--- config.mk ---
export PLATFORM = sky130hd
export DESIGN_NAME = q_exit_buf
export DESIGN_NICKNAME = d
export VERILOG_FILES = /design/src/rtl/q_exit_buf.sv
export SDC_FILE = /design/constraint.sdc
export NUM_CORES = 1
export LEC_CHECK = 0
export ABC_AREA = 1
export CAP_MARGIN = 20
export CORE_UTILIZATION = 39
export CTS_CLUSTER_SIZE = 30
export DETAILED_ROUTE_END_ITERATION = 8
export GPL_ROUTABILITY_DRIVEN = 0
export GPL_TIMING_DRIVEN = 0
export PLACE_DENSITY_LB_ADDON = 0.2
export SLEW_MARGIN = 30
export SYNTH_ARGS = -nofsm -noshare
export SYNTH_HDL_FRONTEND = slang
export SYNTH_SLANG_ARGS = --single-unit
--- constraint.sdc ---
create_clock -name clk -period 1.3 [get_ports clk]
set_input_delay 0.13 -clock clk [delete_from_list [all_inputs] [get_ports clk]]
set_output_delay 0.13 -clock clk [all_outputs]
set_load 0.02 [all_outputs]
--- src/rtl/q_exit_buf.sv ---
// q_exit_buf: result-select mux feeding a registered FIFO exit buffer with a sticky overflow flag.
module q_exit_buf #(
  parameter int N     = 4,
  parameter int DEPTH = 2
) (
  input  logic                     clk,
  input  logic                     rst,
  input  logic [N:0]               QD,
  input  logic [N:0]               QM,
  input  logic [N:0]               QR1,
  input  logic [N:0]               QR0,
  input  logic [1:0]               op,
  input  logic                     msb_aq,
  input  logic                     done,
  input  logic                     out_ready,
  output logic [N:0]               out,
  output logic [1:0]               out_op,
  output logic                     out_err,
  output logic                     out_valid,
  output logic                     full,
  output logic [$clog2(DEPTH):0]   count,
  output logic                     ovf
);
  localparam int AW = $clog2(DEPTH);
  localparam int CW = AW + 1;
  logic [N+3:0]  r_mem [DEPTH];
  logic [AW-1:0] r_wp;
  logic [AW-1:0] r_rp;
  logic [CW-1:0] r_cnt;
  logic          r_ovf;
  logic [N:0]    w_sel;
  logic [N+3:0]  w_head;
  logic          w_pop;
  logic          w_push;
  assign w_sel     = op == 2'b00 ? QM : op == 2'b01 ? QD : op == 2'b10 ? (msb_aq ? QR0 : QR1) : '0;
  assign out_valid = r_cnt != '0;
  assign full      = r_cnt == CW'(DEPTH);
  assign count     = r_cnt;
  assign ovf       = r_ovf;
  assign w_pop     = out_valid & out_ready;
  // a full buffer still accepts when the head leaves in the same cycle
  assign w_push    = done & (~full | w_pop);
  assign w_head    = r_mem[r_rp];
  assign out       = out_valid ? w_head[N+3:3] : '0;
  assign out_op    = out_valid ? w_head[2:1] : '0;
  assign out_err   = out_valid & w_head[0];
  always_ff @(posedge clk)
    if (w_push) r_mem[r_wp] <= {w_sel, op, &op};
  always_ff @(posedge clk) begin
    if (rst) begin
      r_wp  <= '0;
      r_rp  <= '0;
      r_cnt <= '0;
      r_ovf <= 1'b0;
    end else begin
      if (w_push) r_wp <= r_wp + AW'(1);
      if (w_pop) r_rp <= r_rp + AW'(1);
      r_cnt <= r_cnt + CW'(w_push) - CW'(w_pop);
      if (done & ~w_push) r_ovf <= 1'b1;
    end
  end
endmodule

## Yosys cells after proc, flatten, opt, wreduce, memory -nomap -nowiden

Memories as Yosys holds them, arrays and structs flattened. A register that Yosys moved wholly into a read port is not among the register bits.
Index checks and enable logic that the tools add are counted.

| operators by class | value |
|---|---|
| muxes and demuxes | 10 |
| reductions and logical operators | 3 |
| eq/ne operators | 3 |
| $add $sub $neg | 4 |
| bitwise gates (word level) | 7 |

Operators by type and width:

| kind | count |
|---|---|
| 5-bit two-way mux | 5 |
| 1-bit AND | 4 |
| 2-bit == test (second input constant) | 2 |
| 1-bit two-way mux | 4 |
| 1-bit adder (second input constant) | 2 |
| 2-bit by 1-bit adder with 2-bit output | 1 |
| 2-bit by 1-bit == test with 1-bit output (second input constant) | 1 |
| 2-bit zero test | 1 |
| 2-bit two-way mux | 1 |
| 1-bit inverter | 2 |
| 2-bit AND reduction | 1 |
| 2-bit nonzero test | 1 |
| 2-bit by 1-bit subtractor with 2-bit output | 1 |
| 1-bit bitwise OR | 1 |

| word-level totals | value |
|---|---|
| logic and storage cells | 32 |
| output and inout bits | 13 |
| memories kept | 1 |
| input port bits | 27 |
| memory bits (writable) | 16 |
| register bits after elaboration | 5 |

Memories:

| memory | words | width | read ports | clocked after memory_dff | wr ports | RTL line | text |
|---|---|---|---|---|---|---|---|
| r_mem | 2 | 8 | 1 | 1 | 1 | 26 | `logic [N+3:0] r_mem [DEPTH];` |

## Logic depth before layout (Yosys ltp)

Gate-level depths: netlist of the first run.

| logic depth | value |
|---|---|
| depth after elaboration | 6 |
| mapped depth | 14 |
| depth with buffers taken out | 14 |

## Worst setup path before layout of the first run

OpenSTA, ideal clock, no wires.

| timing | value |
|---|---|
| path type | register to register |
| from | reg r_cnt[1] (netlist: count[1]) |
| to | reg r_cnt[1] (netlist: count[1]) |
| cell stages (with the launch flop) | 12 |
| slack | -229 ps |
| data arrival time | 1,420 ps |
| path buffers | 1 |
| library setup time | 109 ps |
| clock period less this slack | 1,529 ps |
| required time | 1,191 ps |
| cell sequence | dfxtp_1 nor2_2 buf_4 o21ai_1 nand2_1 ha_1 inv_1 nand2_1 nand2_1 nand3_1 nand2_1 nor2_2 |

| on the way | value |
|---|---|
| cells in the longest elaborated chain, start to end | 6 |
| elaborated cells between the ends (all ways) | 8 |
| classes of those cells | add/sub: 2; eq/ne: 1; bitwise: 4; reduce/logical: 1 |

Ends and longest elaborated chain:

| item | RTL line | text |
|---|---|---|
| start, declared | 29 | `logic [CW-1:0] r_cnt;` |
| start signal, assigned | 58 | `r_cnt <= r_cnt + CW'(w_push) - CW'(w_pop);` |
| 2-bit nonzero test / 2-bit == test (equally long branches) | 36, 37 |  |
| 1-bit AND / 1-bit inverter (equally long branches) | 40, 42 |  |
| 1-bit bitwise OR | 42 | `assign w_push = done & (~full \| w_pop);` |
| 1-bit AND | 42 |  |
| 2-bit by 1-bit adder with 2-bit output | 58 |  |
| 2-bit by 1-bit subtractor with 2-bit output (*) | 58 |  |

Mark *: on every way between the ends. The rest lies on a longest branch, timed or not.
A chain may end at the register's enable or synchronous reset.

## Worst setup path in the final report of the first run

| timing | value |
|---|---|
| from | reg r_cnt[0] (netlist: count[0]) |
| to | reg r_cnt[1] (netlist: count[1]) |

The elaborated chain is that of the path after synthesis.

==> results of run 1 <==
-- cells in the final DEF, fill, tap and decap left out --
cell	n
nor2_1	20
inv_1	6
edfxtp_1	16
inv_4	2
o21ai_1	4
clkdlybuf4s50_1	26
dfxtp_4	3
nor2_4	3
a31oi_1	1
nand2_1	34
ha_4	1
nand2_2	5
nand3_1	6
a21oi_4	1
nand3_2	1
dfxtp_1	3
bufinv_16	1
dlygate4sd2_1	3
clkbuf_4	3
nor2_2	1
nand3b_1	1
inv_2	7
buf_4	9
o21ai_2	1
o21ai_0	1
buf_6	8
a21oi_2	7
-- flip-flops by register name, summed over array words and instances (netlist names), named ones only --
signal	flops
r_mem	16
r_rp	1
ovf	1
count	2
r_wp	1
-- worst max-delay path: cells and delay by family (launching register included) --
family | cells | cell delay, ps
AO/OA/AOI/OAI | 1 | 50
adder cells (fa/ha/maj) | 1 | 160
buffers and inverters | 2 | 80
flip-flops | 1 | 380
AND/OR/NAND/NOR | 8 | 670
-- report_power, final --
group          switching [mW]  total [mW]  internal (mW)  leakage (nW)
Sequential             0.0721       0.930          0.858         0.203
Clock                   0.193       0.504          0.311        0.0279
Combinational           0.575        1.09          0.515         0.473
-- cells in the mapped netlist (2+ instances only) --
master | instances | share of area (%)
nor2_2 | 2 | 1.2
nor2_1 | 21 | 7.5
edfxtp_1 | 16 | 46
nand2_1 | 37 | 13
nand2_2 | 2 | 1.2
dfxtp_1 | 6 | 11
a21oi_1 | 8 | 3.8
inv_2 | 4 | 1.4
nand3_1 | 7 | 3.3
inv_1 | 11 | 3.9
o21ai_1 | 5 | 2.4
-- kinds of logic after synthesis --
logic type      count (synthesis)  share of synthesized area, %
compound gates                 15                         7.236
flops                          22                         56.94
simple gates                   71                         28.11
buf+inv                        17                         6.524
fa+ha+maj                       1                         1.186
-- repair_timing --
item | 4_1_cts | 5_1_grt
hold endpoints to repair | 0 | 0
gates resized for setup | 64 | 23
endpoints found under the setup margin | 23 | 25
setup buffers | 5 | 1
pin swaps | 3 | 6
-- layout make-up --
class / instances / area (um2) / share of cell area, %
inverter: 15 / 61.31 / 3.668
sequential: 22 / 611.8 / 36.60
clock inverter: 1 / 30.03 / 1.796
tap: 30 / 37.54 / 2.246
timing repair buffer: 45 / 432.9 / 25.90
buffer: 1 / 11.26 / 0.6737
multi-input combinational: 87 / 464.2 / 27.77
clock buffer: 3 / 22.52 / 1.347
-- path summary, 6_finish.rpt --
| path | slack (ps) | cells past startpoint | end | startpoint |
|---|---|---|---|---|
| max reg2reg | -130 | 12 | count[1]$_SDFF_PP0_ | count[0]$_SDFF_PP0_ |
| max | -130 | 12 | count[1]$_SDFF_PP0_ | count[0]$_SDFF_PP0_ |
| min reg2reg | 510 | 2 | ovf$_SDFFE_PP0P_ | ovf$_SDFFE_PP0P_ |
| min | 410 | 2 | count[0]$_SDFF_PP0_ | rst |
-- metal layers --
layer,routed length [um],GRT usage [%]
met4,0,5.983
met3,107,1.695
met2,1108,28.60
met5,0,0
met1,950,18.90
==> qor.csv, run 1 <==
stage,metric,value,unit
critical_path,path_cells,"nand3b_1, nand2_2, inv_2, o21ai_2, nand2_2, ha_4, inv_2, nand2_1, nand2_2, nand3_2, nand2_1, nor2_2",
critical_path,path_max_fanout,4,
logic_synthesis,async_flop_share,0,%
route,first_iter_violations,20,
critical_path,max_stage_delay,380,ps
logic_synthesis,syn-cell-area,1055,um2
finish,insertedDiodeCount,0,
route,num_vias,965,
cts,cts_buffer_depth,2,
sta,holdWs,405.8,ps
cts,clkTransAtPathRegs,120,ps
place,place_ws,-453.0,ps
place,dp.cells,195,
cts,insertion_delay,300,ps
cts,htree_num_levels,1,
logic_synthesis,synth-seq-cells,22,
job,max_cap_violations,0,
floorplanning,dieArea,2917,um2
sta,worst_slack,-129.6,ps
power_and_ir_drop,finalPower,2.524,mW
sta,fmax,699.5,MHz
logic_synthesis,yosysSeqAreaShare,56.94,%
finish,drive_gt1_share,30.46,%
power_and_ir_drop,power_density,1510,nW/um2
outcome,status,finished with violations,
logic_synthesis,syn_avg_cell_area,8.371,um2
sta,rsz0062_at_grt,true,
floorplanning,num_rows,18,
logic_synthesis,syn_nets,154,
route,routedWlPerCell,10.62,um
floorplanning,io_pins,40,
critical_path,crit_required,1510,ps
critical_path,criticalPathCategory,reg -> reg,
place,hpwl,1.653,mm
critical_path,cp_common_cell,nand2_2,
global_routing,grt_pass1_vias,815,
cts,cts_buffers,3,
global_routing,track_usage,15.76,%
place,portBuffers,39,
floorplanning,die_width,54.01,um
sta,worst_clock_skew,10.14,ps
power_and_ir_drop,peakVddDrop,0.9852,mV
route,detail-route-antenna-nets,0,
sta,tns,-772.5,ps
floorplanning,start_util,41.82,%
critical_path,endpoint_kind,register,
finish,final_util,66.27,%
logic_synthesis,syn_inst,126,
route,viasPerCell,4.730,
cts,tritoncts,done,
global_routing,grt.overflow.total,0,
sta,worstMarginPinSlew,336.9,ps
outcome,violations,negative setup slack,
critical_path,arrival,1640,ps
sta,period_share,110.0,%
logic_synthesis,synth_flop_cell,edfxtp_1,
floorplanning,core-area,2522,um2
power_and_ir_drop,total_leakage_power,0.7041,nW
cts,postCtsHoldBufs,0,
sta,drv_slew,0,
logic_synthesis,ys_warn_count,0,
min_path,hold_class,in -> reg,
cts,cts_sinks,22,
critical_path,start_kind,register,
cts,cts_root_buf,clkbuf_4,
logic_synthesis,synth_edf_count,16,
floorplanning,die_h,54.01,um
global_routing,grt_start_max_net_pins,14,
finish,fin_nets,203,
finish,layout.cells.non_filler,204,
logic_synthesis,synth_cell_types,18,
sta,setup-violations-final,9,
place,placed_area,1498,um2
sta,max-slew-margin-rel,77.46,%
finish,final_area,1672,um2
finish,n_fill_cell,203,
route,dr.pass1.iters,4,
global_routing,antenna_found_initial,0,
sta,min_period,1430,ps
route,drc_errors,0,
global_routing,grt_first_pass_wirelength,3.263,mm
route,finalWirelength,2.166,mm
critical_path,cp_slowest_cell,dfxtp_4,
sta,hold_viol_final,0,
finish,area_growth,58.48,%
No activity file was read; power rests on OpenSTA's default activity.
==> inputs of run 2 (changes only) <==
Settings changed: CORE_UTILIZATION 39 to 40, CTS_BUF_LIST set to sky130_fd_sc_hd__clkbuf_8.
==> qor.csv, run 2 (synthesis results as in run 1) <==
stage,metric,value,unit
min_path,holdPathStages,2,
global_routing,grt.overflow.total,0,
sta,rsz0062_at_grt,true,
sta,min_period,1440,ps
finish,fin_nets,201,
critical_path,ff2ff_path_depth,12,
global_routing,grt_start_max_net_pins,14,
finish,n_fill_cell,215,
global_routing,grt_first_pass_wirelength,3.401,mm
cts,insertion_delay,260,ps
finish,drive_gt1_share,23.26,%
finish,largest_reg_flops,16,
critical_path,cp_top_family,simple AND/OR/NAND/NOR gates,
critical_path,cp_slowest_cell,dfxtp_4,
place,hpwl,1.569,mm
min_path,hold_end,count[0]$_SDFF_PP0_,
power_and_ir_drop,peakVddDrop,1.238,mV
route,detail-route-antenna-nets,0,
cts,tritoncts,done,
finish,layout_common_cells,"nand2_1 (36), clkdlybuf4s50_1 (26), nor2_1 (20)",
critical_path,crit-reg2reg-launch,count[0]$_SDFF_PP0_,
sta,hold_viol_final,0,
floorplanning,core-area,2477,um2
global_routing,track_usage,17.16,%
min_path,hold_class,in -> reg,
min_path,hp-start,rst,
route,wl_met3,117,um
floorplanning,io_pins,40,
floorplanning,die_width,53.35,um
sta,worstMarginPinSlew,335.2,ps
outcome,violations,negative setup slack,
route,finalWirelength,2.182,mm
finish,area_growth,53.62,%
critical_path,max_stage_delay,360,ps
finish,regMostFlops,r_mem,
global_routing,antenna_found_initial,0,
sta,setup-violations-final,6,
floorplanning,dieArea,2846,um2
sta,period_share,110.8,%
power_and_ir_drop,total_leakage_power,0.7026,nW
route,met2_length,1.129,mm
critical_path,cp_num_buf_inv,2,
sta,worst_slack,-140.3,ps
critical_path,start_kind,register,
route,drc_errors,0,
place,portBuffers,39,
cts,clkTransAtPathRegs,80,ps
critical_path,crit_required,1470,ps
cts,cts_buffers,3,
route,viasPerCell,4.767,
route,wl_met1,872,um
critical_path,rrSetupSlack,-140,ps
cts,cts_sinks,22,
floorplanning,num_rows,18,
finish,mostFrequentLayoutCell,nand2_1,
critical_path,path_max_fanout,4,
floorplanning,start_util,42.58,%
critical_path,criticalPathCategory,reg -> reg,
cts,htree_num_levels,1,
sta,max-slew-margin-rel,77.63,%
place,dp.cells,195,
route,routedWlPerCell,10.80,um
critical_path,cp_common_cell,nand2_1,
finish,final_util,65.40,%
route,dr.pass1.iters,4,
cts,cts_root_buf,clkbuf_8,
critical_path,arrival,1610,ps
sta,holdWs,464.7,ps
critical_path,reg2reg_to,count[1]$_SDFF_PP0_,
route,top_layer,met4,
route,num_vias,963,
job,max_cap_violations,0,
floorplanning,die_h,53.35,um
finish,insertedDiodeCount,0,
global_routing,grt_pass1_vias,844,
sta,fmax,694.3,MHz
power_and_ir_drop,power_density,1563,nW/um2
critical_path,endpoint_kind,register,
sta,drv_slew,0,
finish,layout.cells.non_filler,202,
cts,cts_buffer_depth,2,
critical_path,path_cells,"nand3b_1, nand2_2, inv_2, o21ai_1, nand2_1, ha_4, inv_2, nand2_1, nand2_1, nand3_1, nand2_1, nor2_2",
outcome,status,finished with violations,
route,first_iter_violations,14,
sta,worst_clock_skew,5.265,ps
==> run 2: area by class of cell <==
class	count	area, um2	share of cell area (%)
Tap cell	30	37.54	2.317
Clock inverter	1	30.03	1.853
Buffer	1	11.26	0.6950
Inverter	15	58.81	3.629
Clock buffer	3	41.29	2.548
Timing Repair Buffer	43	401.6	24.79
Sequential cell	22	611.8	37.76
Multi-Input combinational cell	87	427.9	26.41
==> run 2: timing repair <==
action / 4_1_cts / 5_1_grt
hold buffers: 0 / 0
gates resized for setup: 54 / 15
cloned: 1 / 0
setup endpoints to repair: 23 / 19
pin swaps: 3 / 1
setup buffers: 2 / 1
==> run 2: per-stage QoR <==
stage          total power, mW  area (um2)  setup TNS, ps  setup WS (ps)
2_1_floorplan            1.421        1070         -452.8         -74.15
3_3_place_gp             1.795        1498          -8162         -432.1
3_5_place_dp             1.808        1498          -8426         -438.4
4_1_cts                  2.409        1563         -109.4         -109.4
5_1_grt                  2.664        1620          -1012         -249.0
6_report                 2.533        1620         -409.1         -140.3
==> run 2: worst reg2reg max path, delay by kind of cell (launching register included) <==
kind / cells / cell delay [ps]
and+or+nand+nor: 8 / 670
DFF: 1 / 360
adders and majority gates: 1 / 170
buffers and inverters: 2 / 80
AOI/OAI and AO/OA: 1 / 70
==> run 2: worst max path at each step <==
stage	startpoint	to	slack, ps	cells after the start
after global placement	out_ready	r_mem[0][5]$_DFFE_PP_	-430	5
after detailed placement	out_ready	r_mem[0][5]$_DFFE_PP_	-440	5
after CTS	count[0]$_SDFF_PP0_	count[1]$_SDFF_PP0_	-110	12
final	count[0]$_SDFF_PP0_	count[1]$_SDFF_PP0_	-140	12
after global routing	count[0]$_SDFF_PP0_	count[1]$_SDFF_PP0_	-250	13
after floorplan	count[0]$_SDFF_PP0_	count[1]$_SDFF_PP0_	-70	12
==> run 2: metal layers <==
metal	global-route usage, %	up-vias
met1	17.79	427
li1	-	495
met4	6.579	0
met5	0	-
met2	33.33	34
met3	2.874	7
==> run 2: report_power, final <==
part | internal [mW] | total [mW] | leakage [nW] | switching [mW]
Clock | 0.411 | 0.619 | 0.0357 | 0.208
Sequential | 0.859 | 0.927 | 0.203 | 0.0684
Combinational | 0.447 | 0.987 | 0.464 | 0.540
==> inputs of run 3 (changes only) <==
Settings changed: CORE_UTILIZATION 40 to 32.
==> qor.csv, run 3 (synthesis results as in run 1) <==
stage,metric,value,unit
outcome,status,finished with violations,
outcome,violations,negative setup slack,
critical_path,cp_top_family,simple AND/OR/NAND/NOR gates,
route,viasPerCell,4.307,
cts,cts_buffers,3,
sta,max-slew-margin-rel,71.04,%
critical_path,path_max_fanout,4,
sta,min_period,1407,ps
cts,cts_buffer_depth,2,
critical_path,endpoint_kind,register,
global_routing,grt_first_pass_wirelength,3.739,mm
power_and_ir_drop,switchingPower,843.9,uW
floorplanning,die_width,59.41,um
cts,htree_num_levels,1,
power_and_ir_drop,peakVddDrop,0.5502,mV
critical_path,startpoint,count[0]$_SDFF_PP0_,
critical_path,cp.depth,12,
finish,regMostFlops,r_mem,
route,detail-route-antenna-nets,0,
critical_path,cp_num_buf_inv,2,
power_and_ir_drop,p_clk_share,16.0,%
finish,layout.cells.non_filler,225,
cts,tritoncts,done,
global_routing,grt_start_max_net_pins,13,
critical_path,endpoint,count[1]$_SDFF_PP0_,
sta,drv_slew,0,
critical_path,max_stage_delay,360,ps
global_routing,grt_pass1_vias,898,
finish,mostFrequentLayoutCell,nand2_1,
route,met2_length,1.185,mm
sta,rsz0062_at_grt,true,
job,max_cap_violations,0,
critical_path,path_cells,"nand3b_1, nand2_2, inv_2, o21ai_2, nand2_1, ha_2, inv_2, nand2_2, nand2_2, nand3_2, nand2_2, nor2_2",
route,wl_met3,94,um
sta,worstMarginPinSlew,433.9,ps
critical_path,crit_required,1460,ps
critical_path,rrSetupSlack,-110,ps
finish,fin_nets,210,
sta,worst_slack,-106.5,ps
finish,area_growth,62.87,%
sta,setup-violations-final,15,
floorplanning,die_h,59.41,um
floorplanning,start_util,34.27,%
critical_path,start_kind,register,
critical_path,crit-reg2reg-launch,count[0]$_SDFF_PP0_,
power_and_ir_drop,seqPwrFrac,36.7,%
finish,insertedDiodeCount,0,
floorplanning,dieArea,3530,um2
place,portBuffers,39,
power_and_ir_drop,switching_share,33.72,%
power_and_ir_drop,finalPower,2.503,mW
global_routing,antenna_found_initial,0,
finish,largest_reg_flops,16,
finish,n_fill_cell,293,
sta,worst_clock_skew,4.607,ps
critical_path,reg2reg_to,count[1]$_SDFF_PP0_,
place,hpwl,1.701,mm
route,dr.pass1.iters,4,
sta,tns,-456.7,ps
critical_path,ff2ff_path_depth,12,
cts,cts_sinks,22,
critical_path,arrival,1560,ps
cts,insertion_delay,250,ps
global_routing,grt.overflow.total,0,
power_and_ir_drop,p_int,1.659,mW
floorplanning,num_rows,20,
power_and_ir_drop,power_density,1457,nW/um2
route,first_iter_violations,26,
power_and_ir_drop,total_leakage_power,0.7468,nW
route,num_vias,969,
power_and_ir_drop,pwr-share-comb,47.2,%
place,dp.cells,209,
global_routing,track_usage,14.29,%
route,top_layer,met4,
sta,hold_viol_final,0,
critical_path,cp_common_cell,nand2_2,
floorplanning,core-area,3078,um2
critical_path,cp_slowest_cell,dfxtp_4,
sta,fmax,711.0,MHz
floorplanning,io_pins,40,
sta,period_share,108.2,%
finish,drive_gt1_share,32.60,%
cts,clkTransAtPathRegs,70,ps
place,place_ws,-497.3,ps
cts,cts_root_buf,clkbuf_8,
route,finalWirelength,2.312,mm
route,drc_errors,0,
route,routedWlPerCell,10.28,um
finish,layout_common_cells,"nand2_1 (33), clkdlybuf4s50_1 (25), nor2_1 (20)",
route,wl_met1,1.015,mm
min_path,holdPathStages,1,
critical_path,criticalPathCategory,reg -> reg,
min_path,hold_class,in -> reg,
run 3: per-stage QoR:
step / cell area (um2) / hold slack, ps / util (%)
final: 1718 / 235.5 / 55.81
after global routing: 1718 / 259.0 / 55.81
after CTS: 1609 / 461.7 / 52.28
after detailed placement: 1515 / 463.9 / 49.23
after global placement: 1515 / 465.4 / 49.23
after floorplan: 1070 / 191.6 / -
run 3: worst min path at each step:
| stage | start | to |
|---|---|---|
| after global routing | op[0] | r_mem[0][1]$_DFFE_PP_ |
| after floorplan | rst | count[0]$_SDFF_PP0_ |
| final | op[0] | r_mem[0][1]$_DFFE_PP_ |
| after global placement | ovf$_SDFFE_PP0P_ | ovf$_SDFFE_PP0P_ |
| after detailed placement | ovf$_SDFFE_PP0P_ | ovf$_SDFFE_PP0P_ |
| after CTS | rst | count[0]$_SDFF_PP0_ |
run 3: power by group through the flow:
stage / registers (mW) / clock network, mW / logic, mW
final: 0.919 / 0.402 / 1.18
after global routing: 0.931 / 0.447 / 1.27
after CTS: 0.922 / 0.415 / 0.974
after detailed placement: 0.924 / 0 / 0.890
after global placement: 0.920 / 0 / 0.887
after floorplan: 0.939 / 0 / 0.482
run 3: cell type report:
cell class	instances	area, um2	area share [%]
flip-flops and latches	22	611.8	35.62
repair buffers	52	489.2	28.48
multi-input cells	87	444.2	25.86
inverters	15	61.31	3.569
well taps	44	55.05	3.205
clock buffers	3	41.29	2.403
plain buffers	1	11.26	0.6555
clock inverters	1	3.754	0.2185
run 3: timing repair:
action / CTS / global route
cloned: 1 / 0
hold buffers: 0 / 0
buffers inserted: 8 / 4
gates resized for setup: 54 / 34
endpoints found under the setup margin: 23 / 32
pin swaps: 5 / 7
run 3: per-layer routing:
metal | GRT usage [%] | up-vias
li1 | - | 516
met2 | 26.81 | 25
met1 | 16.14 | 426
met3 | 2.183 | 2
met5 | 0 | -
met4 | 5.102 | 0
run 3: worst reg2reg max path, cell delays in order (launching register included):
cell      delay (ps)
dfxtp_4          360
nand3b_1         180
nand2_2          110
inv_2             50
o21ai_2           40
nand2_1           60
ha_2             170
inv_2             50
nand2_2           40
nand2_2           70
nand3_2           80
nand2_2           60
nor2_2            30
